--- src/rtl/hazard_stall_controller.sv ---
// Load-use / branch-operand hazard sequencer for the 5-stage MIPS core: drives freeze, bubble and squash.
// Optional performance counters are enabled with `define HAZARD_PERF_COUNTERS_EN.
module hazard_stall_controller #(
    parameter int STALL_CNT_W = 2,
    parameter int PERF_W      = 32
) (
    input  logic                   CLOCK,
    input  logic                   RESET,
    input  logic                   EXT_STALL_IN,
    input  logic [5:0]             OpcodeID_IN,
    input  logic [4:0]             IDRegisterRS_IN,
    input  logic [4:0]             IDRegisterRT_IN,
    input  logic                   IDUsesRS_IN,
    input  logic                   IDUsesRT_IN,
    input  logic                   AltPCEnable_IN,
    input  logic [4:0]             writeRDIDEXE,
    input  logic                   writeEnableIDEXE,
    input  logic                   memReadIDEXE,
    input  logic [4:0]             writeRDEXEMEM,
    input  logic                   memReadEXEMEM,
    output logic                   STALL_OUT,
    output logic                   BUBBLE_OUT,
    output logic                   FLUSH_OUT,
    output logic                   STATE_OUT,
    output logic [STALL_CNT_W-1:0] StallsLeft_OUT,
    output logic [PERF_W-1:0]      StallCount_OUT,
    output logic [PERF_W-1:0]      FlushCount_OUT
);

    typedef enum logic {RUN = 1'b0, HOLD = 1'b1} state_e;

    state_e                 state_q, state_d;
    logic [STALL_CNT_W-1:0] cnt_q, cnt_d;

    logic       is_branch;
    logic       mx_rs, mx_rt, mm_rs, mm_rt;
    logic [1:0] n_rs, n_rt, n_req;

    // Stall cycles one source operand needs before forwarding can cover it.
    function automatic logic [1:0] need(input logic br, input logic mx, input logic mm,
                                        input logic ld);
        if (br)
            return mx ? (ld ? 2'd2 : 2'd1) : {1'b0, mm};
        return {1'b0, mx & ld};
    endfunction

    assign is_branch = OpcodeID_IN inside {6'd1, 6'd4, 6'd5, 6'd6, 6'd7};

    assign mx_rs = IDUsesRS_IN && (IDRegisterRS_IN != 5'd0) && writeEnableIDEXE
                   && (writeRDIDEXE == IDRegisterRS_IN);
    assign mx_rt = IDUsesRT_IN && (IDRegisterRT_IN != 5'd0) && writeEnableIDEXE
                   && (writeRDIDEXE == IDRegisterRT_IN);
    assign mm_rs = IDUsesRS_IN && (IDRegisterRS_IN != 5'd0) && memReadEXEMEM
                   && (writeRDEXEMEM == IDRegisterRS_IN);
    assign mm_rt = IDUsesRT_IN && (IDRegisterRT_IN != 5'd0) && memReadEXEMEM
                   && (writeRDEXEMEM == IDRegisterRT_IN);

    assign n_rs  = need(is_branch, mx_rs, mm_rs, memReadIDEXE);
    assign n_rt  = need(is_branch, mx_rt, mm_rt, memReadIDEXE);
    assign n_req = (n_rs > n_rt) ? n_rs : n_rt;

    always_ff @(posedge CLOCK) begin
        if (!RESET) begin
            state_q <= RUN;
            cnt_q   <= '0;
        end else begin
            state_q <= state_d;
            cnt_q   <= cnt_d;
        end
    end

    always_comb begin
        state_d = state_q;
        cnt_d   = cnt_q;
        case (state_q)
            RUN: begin
                if (!EXT_STALL_IN && n_req > 2'd1) begin
                    state_d = HOLD;
                    cnt_d   = STALL_CNT_W'(n_req - 2'd1);
                end
            end
            HOLD: begin
                // Counter is frozen while memory holds the pipeline; guarded against underflow.
                if (!EXT_STALL_IN) begin
                    if (cnt_q <= STALL_CNT_W'(1)) begin
                        state_d = RUN;
                        cnt_d   = '0;
                    end else begin
                        cnt_d = cnt_q - STALL_CNT_W'(1);
                    end
                end
            end
            default: begin
                state_d = RUN;
                cnt_d   = '0;
            end
        endcase
    end

    always_comb begin
        STALL_OUT  = 1'b0;
        BUBBLE_OUT = 1'b0;
        FLUSH_OUT  = 1'b0;
        if (RESET) begin
            if (state_q == HOLD) begin
                STALL_OUT  = 1'b1;
                BUBBLE_OUT = !EXT_STALL_IN;
            end else if (EXT_STALL_IN) begin
                STALL_OUT = 1'b1;
            end else if (n_req != 2'd0) begin
                STALL_OUT  = 1'b1;
                BUBBLE_OUT = 1'b1;
            end else begin
                FLUSH_OUT = AltPCEnable_IN;
            end
        end
    end

    assign STATE_OUT      = state_q;
    assign StallsLeft_OUT = cnt_q;

`ifdef HAZARD_PERF_COUNTERS_EN
    logic [PERF_W-1:0] stall_cnt_q, flush_cnt_q;

    // Saturating counters: stick at all-ones rather than wrap.
    always_ff @(posedge CLOCK) begin
        if (!RESET) begin
            stall_cnt_q <= '0;
            flush_cnt_q <= '0;
        end else begin
            if (BUBBLE_OUT && !(&stall_cnt_q)) stall_cnt_q <= stall_cnt_q + PERF_W'(1);
            if (FLUSH_OUT && !(&flush_cnt_q))  flush_cnt_q <= flush_cnt_q + PERF_W'(1);
        end
    end

    assign StallCount_OUT = stall_cnt_q;
    assign FlushCount_OUT = flush_cnt_q;
`else
    assign StallCount_OUT = '0;
    assign FlushCount_OUT = '0;
`endif

endmodule

--- config.mk ---
export PLATFORM = sky130hd
export DESIGN_NAME = hazard_stall_controller
export DESIGN_NICKNAME = d
export VERILOG_FILES = /design/src/rtl/hazard_stall_controller.sv
export SDC_FILE = /design/constraint.sdc
export NUM_CORES = 1
export LEC_CHECK = 0
export BUFFER_PORTS_ARGS = -buffer_cell sky130_fd_sc_hd__buf_2
export CAP_MARGIN = 0
export CORE_UTILIZATION = 41
export CTS_BUF_LIST = sky130_fd_sc_hd__clkbuf_2 sky130_fd_sc_hd__clkbuf_4 sky130_fd_sc_hd__clkbuf_8
export CTS_CLUSTER_SIZE = 10
export DETAILED_ROUTE_END_ITERATION = 16
export PLACE_DENSITY_LB_ADDON = 0.15
export SYNTH_ARGS = -nofsm -noshare
export SYNTH_HDL_FRONTEND = slang
export SYNTH_SLANG_ARGS = --single-unit
--- constraint.sdc ---
create_clock -name CLOCK -period 7.4 [get_ports CLOCK]
set_input_delay 0 -clock CLOCK [delete_from_list [all_inputs] [get_ports CLOCK]]
set_output_delay 0 -clock CLOCK [all_outputs]
set_load 0.01 [all_outputs]
### After elaboration in Yosys (flattened, before gate mapping)

Index checks and enable logic that the tools add are counted.
Widths: inputs -> output; s select.

| storage, ports and cells | value |
|---|---|
| flip-flop bits (word level) | 3 |
| latch bits | 0 |
| RAM bits | 0 |
| ROM bits | 0 |
| input port bits | 35 |
| output and inout port bits | 70 |
| word-level logic and storage cells | 66 |
| memories | 0 |

| cells by class | value |
|---|---|
| add/subtract/negate cells | 2 |
| multipliers | 0 |
| div/mod/pow operators | 0 |
| $lt $le $gt $ge | 3 |
| equal/unequal tests | 11 |
| shift-type cells | 0 |
| multiplexer cells | 28 |
| bitwise operators | 3 |
| reductions and logical operators | 17 |

Operators with widths:

| kind | number |
|---|---|
| $eq 6x3->1 const B | 4 |
| $mux 2 | 11 |
| $eq 5x5->1 | 4 |
| $mux 1 | 15 |
| $reduce_bool 5->1 | 3 |
| $logic_and 1x1->1 | 11 |
| $eq 6x1->1 const B | 1 |
| $ne 2x2->1 const B | 2 |
| $pmux 2 s2 | 1 |
| $sub 2x1->2 const B | 2 |
| $and 1x1->1 | 2 |
| $gt 2x1->1 const B | 1 |
| $gt 2x2->1 | 1 |
| $le 2x1->1 const B | 1 |
| $pmux 1 s2 | 1 |
| $reduce_and 2->1 | 1 |
| $reduce_bool 2->1 | 1 |
| $logic_not 1->1 | 1 |
| $not 1->1 | 1 |

### Depth between registers and ports, before layout

Gate-level depths: netlist of the first run.

| depth | value |
|---|---|
| word-level depth | 14 |
| mapped depth | 16 |
| depth with buffers taken out | 16 |

### Worst setup path after synthesis of the first run

No wires, ideal clock.

| timing | value |
|---|---|
| path type | input-to-reg |
| start | input writeRDIDEXE[1] |
| end | register cnt_q[1], in the netlist StallsLeft_OUT[1] |
| setup time | 0.059 ns |
| arrival time | 2.344 ns |
| data required time | 7.341 ns |
| path slack | 4.997 ns |
| cell stages on the path | 13 |
| buffers on the path | 0 |
| cell sequence | xor2_1 nor4_1 and3_2 mux2i_1 and2b_1 ha_1 a21oi_1 mux2i_1 ha_1 nor3_1 a21oi_1 o22ai_1 and2_1 |

| on the way | value |
|---|---|
| longest elaborated chain between the ends | 11 |
| elaborated cells on any way between the ends | 21 |
| classes of those cells | add/sub (1); order compare (2); eq/ne (3); mux (9); bitwise (2); reduce/logical (4) |

RTL lines:

| what | RTL line | text |
|---|---|---|
| start: declaration | 16 | `input logic [4:0] writeRDIDEXE,` |
| $eq 5x5->1, on equally long branches | 50, 52 |  |
| $logic_and 1x1->1, on equally long branches | 50, 52 |  |
| $mux 2 | 43 | `return mx ? (ld ? 2'd2 : 2'd1) : {1'b0, mm};` |
| $mux 2 | 42 | `if (br)` |
| $mux 2 | 44 | `return {1'b0, mx & ld};` |
| $gt 2x2->1 | 60 | `assign n_req = (n_rs > n_rt) ? n_rs : n_rt;` |
| $mux 2 * | 60 |  |
| $gt 2x1->1 | 77 | `if (!EXT_STALL_IN && n_req > 2'd1) begin` |
| $logic_and 1x1->1 | 77 |  |
| $ne 2x2->1 (no line) | -- |  |
| $reduce_and 2->1 (no line) | -- |  |
| end signal: assignment | 68 | `cnt_q <= cnt_d;` |
| end: declaration | 33 | `logic [STALL_CNT_W-1:0] cnt_q, cnt_d;` |

Every way passes the cells marked *; elsewhere a longest branch is shown, timed or not. The select of a mux whose other input is x is not followed.
A chain may end at the register's enable or synchronous reset.

### Worst setup path after layout of the first run

| timing | value |
|---|---|
| start | input writeRDIDEXE[1] |
| end | output FLUSH_OUT |

| on the way | value |
|---|---|
| longest elaborated chain between the ends | 12 |
| elaborated cells on any way between the ends | 19 |
| classes of those cells | order compare (1); eq/ne (2); mux (11); bitwise (2); reduce/logical (3) |

RTL lines:

| what | RTL line | text |
|---|---|---|
| $eq 5x5->1, on equally long branches | 50, 52 |  |
| $logic_and 1x1->1, on equally long branches | 50, 52 |  |
| $mux 2 | 43 |  |
| $mux 2 | 42 |  |
| $mux 2 | 44 |  |
| $gt 2x2->1 | 60 |  |
| $mux 2 * | 60 |  |
| $reduce_bool 2->1 * | 110 | `end else if (n_req != 2'd0) begin` |
| $mux 1 * | 110 |  |
| $mux 1 * | 108 | `end else if (EXT_STALL_IN) begin` |
| $mux 1 * | 105 | `if (state_q == HOLD) begin` |
| $mux 1 * | 104 | `if (RESET) begin` |
| end: declaration | 23 | `output logic FLUSH_OUT,` |

Marked as above.

==> run_results.csv, run 1 <==
group,metric,value,unit
route,drt_iter0_drc,9,
finish,layout_common_cells,"64 x conb_1, 40 x buf_2, 12 x xor2_1",
yosys,yosysUniqueCellTypes,34,
flow_run,maxCapViolCount,0,
cts,clock_latency,0.23,ns
cts,clock_path_buffers,2,
finish,layout-drive-gt1-share,0.253,
floorplanning,die_height,54.6,µm
power_and_ir_drop,p_leak,0.000604,µW
route,vias_per_cell,4.20,
min_path,min-delay-start,"RESET",
route,routedWlPerCell,8.99,µm
route,remaining_drc_errors,0,
min_path,min_path_type,"primary input to flop",
yosys,synth-compound-area-share,0.0938,
timing,fin_crit,2.69,ns
min_path,whs_endpoint,"StallsLeft_OUT[0]",
route,ant_nets,0,
global_route,grt_pass1_vias,767,
global_route,grt_antenna_before_repair,0,
critical_path,path_delay_family,"simple AND/OR/NAND/NOR gates",
timing,skew,0.00646,ns
placement,numPortBuffers,40,
yosys,synth-edff-count,0,
cts,cts_inserted_buffers,3,
cts,clk_pin_slew_worst_paths,0.04,ns
timing,rsz0062_at_grt,"no",
critical_path,crit_path_max_incr_delay,0.31,ns
yosys,synthAdderAreaFrac,0.0552,
power_and_ir_drop,power_density,80.9,nW/µm²
timing,timing.hold.ws,0.0549,ns
run_status,status,"completed",
floorplanning,die_area,2980,µm²
yosys,yosysSeqAreaShare,0.0530,
cts,ctsRootBufferMaster,"clkbuf_4",
cts,cts_setup_buffers,0,
floorplanning,start_util,0.445,
route,routed_wirelength,1980,µm
yosys,synth_seq_cells,3,
critical_path,timing.rr.end,"StallsLeft_OUT[0]",
critical_path,critPathArrivalTime,2.69,ns
yosys,synth-main-ff-cell,"dfxtp_1",
placement,dp_hpwl,1760,µm
yosys,synthSimpleGateAreaFrac,0.159,
yosys,avgSynthCellArea,7.66,µm²
route,drt_pre_antenna_iters,4,
critical_path,crit_buf_inv,2,
finish,nets,231,
critical_path,cp_max_fo,3,
yosys,yosys_warnings,0,
critical_path,ff2ff_path_depth,6,
finish,final_common_cell,"conb_1",
yosys,netlist_area,1130,µm²
critical_path,worstPathRequired,7.40,ns
global_route,grt_overflow,0,
timing,post-route-period-util,0.363,
critical_path,path_cells,"buf_2 -> xor2_1 -> nor4_1 -> and3_2 -> mux2i_1 -> and2b_1 -> ha_1 -> a21oi_1 -> mux2i_1 -> ha_1 -> nor2b_1 -> and4_1 -> buf_2",
timing,tns,0,ns
min_path,whs_path_depth,3,
critical_path,cpMaxStageDelayCell,"nor4_1",
route,vias,925,
yosys,synth_top_family_by_area,"buffers and inverters",
floorplanning,fp.dieW,54.6,µm
floorplanning,rows,18,
global_route,grt_max_degree,10,
yosys,synth.mux.area_fraction,0.0265,
critical_path,critical_path_class,"primary input to output pin",
global_route,grt_pass1_wl,3130,µm
cts,cts.sinks,3,
timing,hold_viol_final,0,
finish,areaGrowthSynthToFinish,1.77,%
critical_path,worstReg2RegStart,"STATE_OUT",
floorplanning,io_pins,105,
timing,finalSetupViolations,0,
finish,diodes,0,
global_route,grt_usage,0.140,
power_and_ir_drop,ir_worst_vdd,78.0,µV
cts,postCtsHoldBufs,0,
critical_path,start_kind,"primary input",
timing,drv_slew,0,
critical_path,rrSetupSlack,6.03,ns
yosys,syn_inst,148,
cts,post_cts_resized,0,
cts,htree_levels,1,
timing,fmax,0.372,GHz
floorplanning,core_area,2540,µm²
power_and_ir_drop,total_power,93.3,µW
yosys,synth_xor_area_frac,0.162,
cts,cts_tree,"done",
placement,routabilityCongestion,0.868,
yosys,async_reset_ff_frac,0,
critical_path,crit_path_end_kind,"output pin",
## state kept, by name, summed over array words and instances (netlist names)
name / cells
STATE_OUT: 1
StallsLeft_OUT: 2
## worst max-delay path by stage
stage / from / depth (start not counted) / slack, ns / end
final: writeRDIDEXE[1] / 13 / 4.71 / FLUSH_OUT
after global routing: writeRDIDEXE[1] / 15 / 4.41 / FLUSH_OUT
after CTS: writeRDIDEXE[1] / 13 / 4.71 / FLUSH_OUT
after detailed placement: writeRDIDEXE[1] / 14 / 4.61 / StallsLeft_OUT[1]
after global placement: writeRDIDEXE[1] / 14 / 4.74 / StallsLeft_OUT[1]
after floorplan: writeRDIDEXE[1] / 13 / 5.00 / StallsLeft_OUT[1]
## logic make-up (layout without fill, tap and decap cells)
group                      Yosys count  after routing
xor gates and xnor gates            21             21
and+or+nand+nor                     28             28
DFF                                  3              3
muxes                                3              3
adders and majority gates            5              5
AOI/OAI and AO/OA                   16             16
buffers and inverters               71             50
other                                1             64
## cell type report
| class | count | area (µm²) |
|---|---|---|
| clock buffers | 4 | 30.0 |
| fillers | 267 | 1390 |
| inverters | 6 | 22.5 |
| multi-input cells | 137 | 803 |
| flip-flops and latches | 3 | 60.1 |
| well taps | 30 | 37.5 |
| repair buffers | 40 | 200 |
## metrics by stage
stage | std cells | utilization | instance area (µm²) | setup WS (ns)
6_report | 220 | 0.453 | 1150 | 4.71
5_1_grt | 220 | 0.453 | 1150 | 4.41
4_1_cts | 220 | 0.453 | 1150 | 4.71
3_5_place_dp | 216 | 0.441 | 1120 | 4.61
3_3_place_gp | 216 | 0.441 | 1120 | 4.74
2_1_floorplan | 211 | - | 1370 | 5.00
## synth_stat cells (all sizes together) (2+ instances only)
| cell | n | share of area |
|---|---|---|
| and3 | 2 | 0.012 |
| and4 | 2 | 0.015 |
| xor2 | 12 | 0.093 |
| or4 | 2 | 0.013 |
| a21oi | 4 | 0.018 |
| nand4 | 3 | 0.017 |
| mux2i | 3 | 0.026 |
| nor2b | 3 | 0.017 |
| dfxtp | 3 | 0.053 |
| o21a | 3 | 0.020 |
| inv | 6 | 0.020 |
| buf | 64 | 0.42 |
| nor4 | 4 | 0.028 |
| nor3 | 3 | 0.018 |
| ha | 5 | 0.055 |
| nand2 | 2 | 0.0066 |
| o21ai | 4 | 0.021 |
| nor2 | 3 | 0.0099 |
| xnor2 | 9 | 0.070 |
## tightest hold or removal path: stages
cell and delay, ns:
buf_2 0.13, nand2_1 0.06, nor2_1 0.04
## report_power, final
part           leakage [µW]  switching (µW)  internal (µW)  total [µW]
combinational      0.000562            29.2           15.0        44.3
sequential        0.0000241          0.0169           16.3        16.3
clock             0.0000184            8.87           23.9        32.8
## metal layers
layer / share of wire / global-route usage / routed length, µm / vias to the layer above
met4: 0.0071 / 0.0427 / 14 / 0
met3: 0.077 / 0.00833 / 152 / 2
li1: - / - / - / 454
met5: 0 / 0 / 0 / -
met2: 0.53 / 0.275 / 1060 / 60
met1: 0.38 / 0.157 / 756 / 409
Power figures use the tool's default switching activity.
==> run 2: changes to the inputs <==
Settings changed: CORE_UTILIZATION 41 to 38.
Clock period 7.4 ns to 2.5 ns, I/O delays scaled along.
==> run 2 against run 1 <==
Global-route usage increased by 0.89 points; the flow now finishes with violations (setup timing); critical path type unchanged; clock power increased to 2.9 times the previous value; via count increased by 8.2%; largest cell class unchanged; sequential power rose to 3.0 times the previous value; die area increased by 7.6%.
==> run_results.csv, run 2 (synthesis gave the netlist of run 1 again) <==
group,metric,value,unit
global_route,grt_max_degree,10,
timing,rsz0062_at_grt,"yes",
finish,fin_area,1410,µm²
critical_path,cp_max_fo,3,
floorplanning,core_area,2780,µm²
placement,routabilityCongestion,0.853,
cts,ctsRootBufferMaster,"clkbuf_4",
cts,cts_tree,"done",
flow_run,maxCapViolCount,0,
finish,areaGrowthSynthToFinish,24.3,%
finish,final_util,0.507,
placement,dp_hpwl,1910,µm
finish,num-fill-cells,290,
cts,clock_latency,0.23,ns
floorplanning,start_util,0.408,
timing,worst_slack,-0.0398,ns
critical_path,critical_path_class,"primary input to output pin",
run_status,violations,"setup timing",
timing,finalSetupViolations,3,
route,drt_pre_antenna_iters,5,
floorplanning,die_area,3210,µm²
min_path,min_path_type,"primary input to flop",
timing,hold_viol_final,0,
route,routed_wirelength,2320,µm
cts,clock_path_buffers,2,
route,routedWlPerCell,9.64,µm
cts,cts.sinks,3,
floorplanning,fp.dieW,56.6,µm
cts,htree_levels,1,
run_status,status,"complete, but fails checks",
route,vias,1001,
global_route,grt_overflow,0,
critical_path,start_kind,"primary input",
finish,layout_common_cells,"64 x conb_1, 35 x buf_2, 20 x buf_4",
route,remaining_drc_errors,0,
global_route,grt_pass1_vias,887,
placement,numPortBuffers,40,
timing,drv_slew,0,
finish,nets,251,
route,ant_nets,0,
power_and_ir_drop,total_power,302,µW
timing,fin_crit,2.54,ns
finish,final_common_cell,"conb_1",
global_route,grt_antenna_before_repair,0,
route,vias_per_cell,4.15,
power_and_ir_drop,power_density,214,nW/µm²
global_route,grt_usage,0.149,
timing,tns,-0.0594,ns
critical_path,crit_path_end_kind,"output pin",
critical_path,worstPathRequired,2.50,ns
global_route,grt_pass1_wl,3710,µm
cts,postCtsHoldBufs,0,
placement,placed_cell_area,1240,µm²
floorplanning,die_height,56.6,µm
placement,dp_slack,-0.256,ns
finish,diodes,0,
power_and_ir_drop,ir_worst_vdd,231,µV
critical_path,critPathArrivalTime,2.54,ns
timing,skew,0.000991,ns
cts,clk_pin_slew_worst_paths,0.04,ns
timing,post-route-period-util,1.02,
power_and_ir_drop,p_leak,0.000730,µW
finish,largest_reg_flops,2,
finish,layout-drive-gt1-share,0.386,
floorplanning,io_pins,105,
route,drt_iter0_drc,7,
floorplanning,rows,19,
timing,fmax,0.394,GHz
cts,cts_inserted_buffers,3,
==> run 2: changes by cell type in the layout (fill, tap and decap cells not counted), sizes merged <==
cell,change
buf,+20
==> run 2: layer usage <==
| layer | up-vias | share of wire | global-route usage | routed length (µm) |
|---|---|---|---|---|
| li1 | 494 | - | - | - |
| met1 | 435 | 0.38 | 0.160 | 878 |
| met2 | 68 | 0.52 | 0.276 | 1210 |
| met3 | 4 | 0.087 | 0.0484 | 203 |
| met4 | 0 | 0.015 | 0.0418 | 36 |
| met5 | - | 0 | 0 | 0 |
==> run 2: power breakdown <==
part	internal, µW	total [µW]	switching (µW)
sequential	48.2	48.2	0.0572
combinational	64.4	159	94.1
clock	70.6	95.4	24.8
total	183	302	119
==> run 2: area by class of cell <==
type | count | area, µm² | share of cell area
multi-input combinational | 137 | 872 | 0.619
timing repair buffer | 60 | 385 | 0.274
sequential | 3 | 60.1 | 0.0426
tap | 31 | 38.8 | 0.0275
clock buffer | 4 | 30.0 | 0.0213
inverter | 6 | 22.5 | 0.0160
==> run 2: final timing paths <==
path,from,endpoint,slack (ns),depth (start not counted)
hold / removal,RESET,StallsLeft_OUT[0],0.05,3
setup reg to reg,STATE_OUT,StallsLeft_OUT[0],1.12,5
hold reg to reg,StallsLeft_OUT[1],STATE_OUT,0.58,1
setup / recovery,IDRegisterRS_IN[1],FLUSH_OUT,-0.04,14
==> run 2: worst max-delay path, stage by stage <==
cell and delay (ns):
buf_2 0.12, xor2_1 0.16, nor4_2 0.33, and3_1 0.24, mux2i_1 0.26, nor2b_1 0.09
inv_1 0.10, ha_4 0.21, a21oi_2 0.16, mux2i_1 0.23, ha_2 0.19, nor2b_4 0.14
and4_1 0.18, buf_2 0.12
==> run 2: what timing repair did <==
item,in CTS,in global routing
setup buffers,3,2
pin swaps,7,11
resized for setup,7,16
hold endpoints to repair,0,0
setup endpoints to repair,4,4
==> run 2: through the flow <==
| step | hold WS (ns) | std cells |
|---|---|---|
| global placement | 0.284 | 232 |
| CTS | 0.0408 | 239 |
| finish | 0.0520 | 241 |
| detailed placement | 0.289 | 232 |
| floorplan | 0.119 | 211 |
| global route | 0.0671 | 241 |
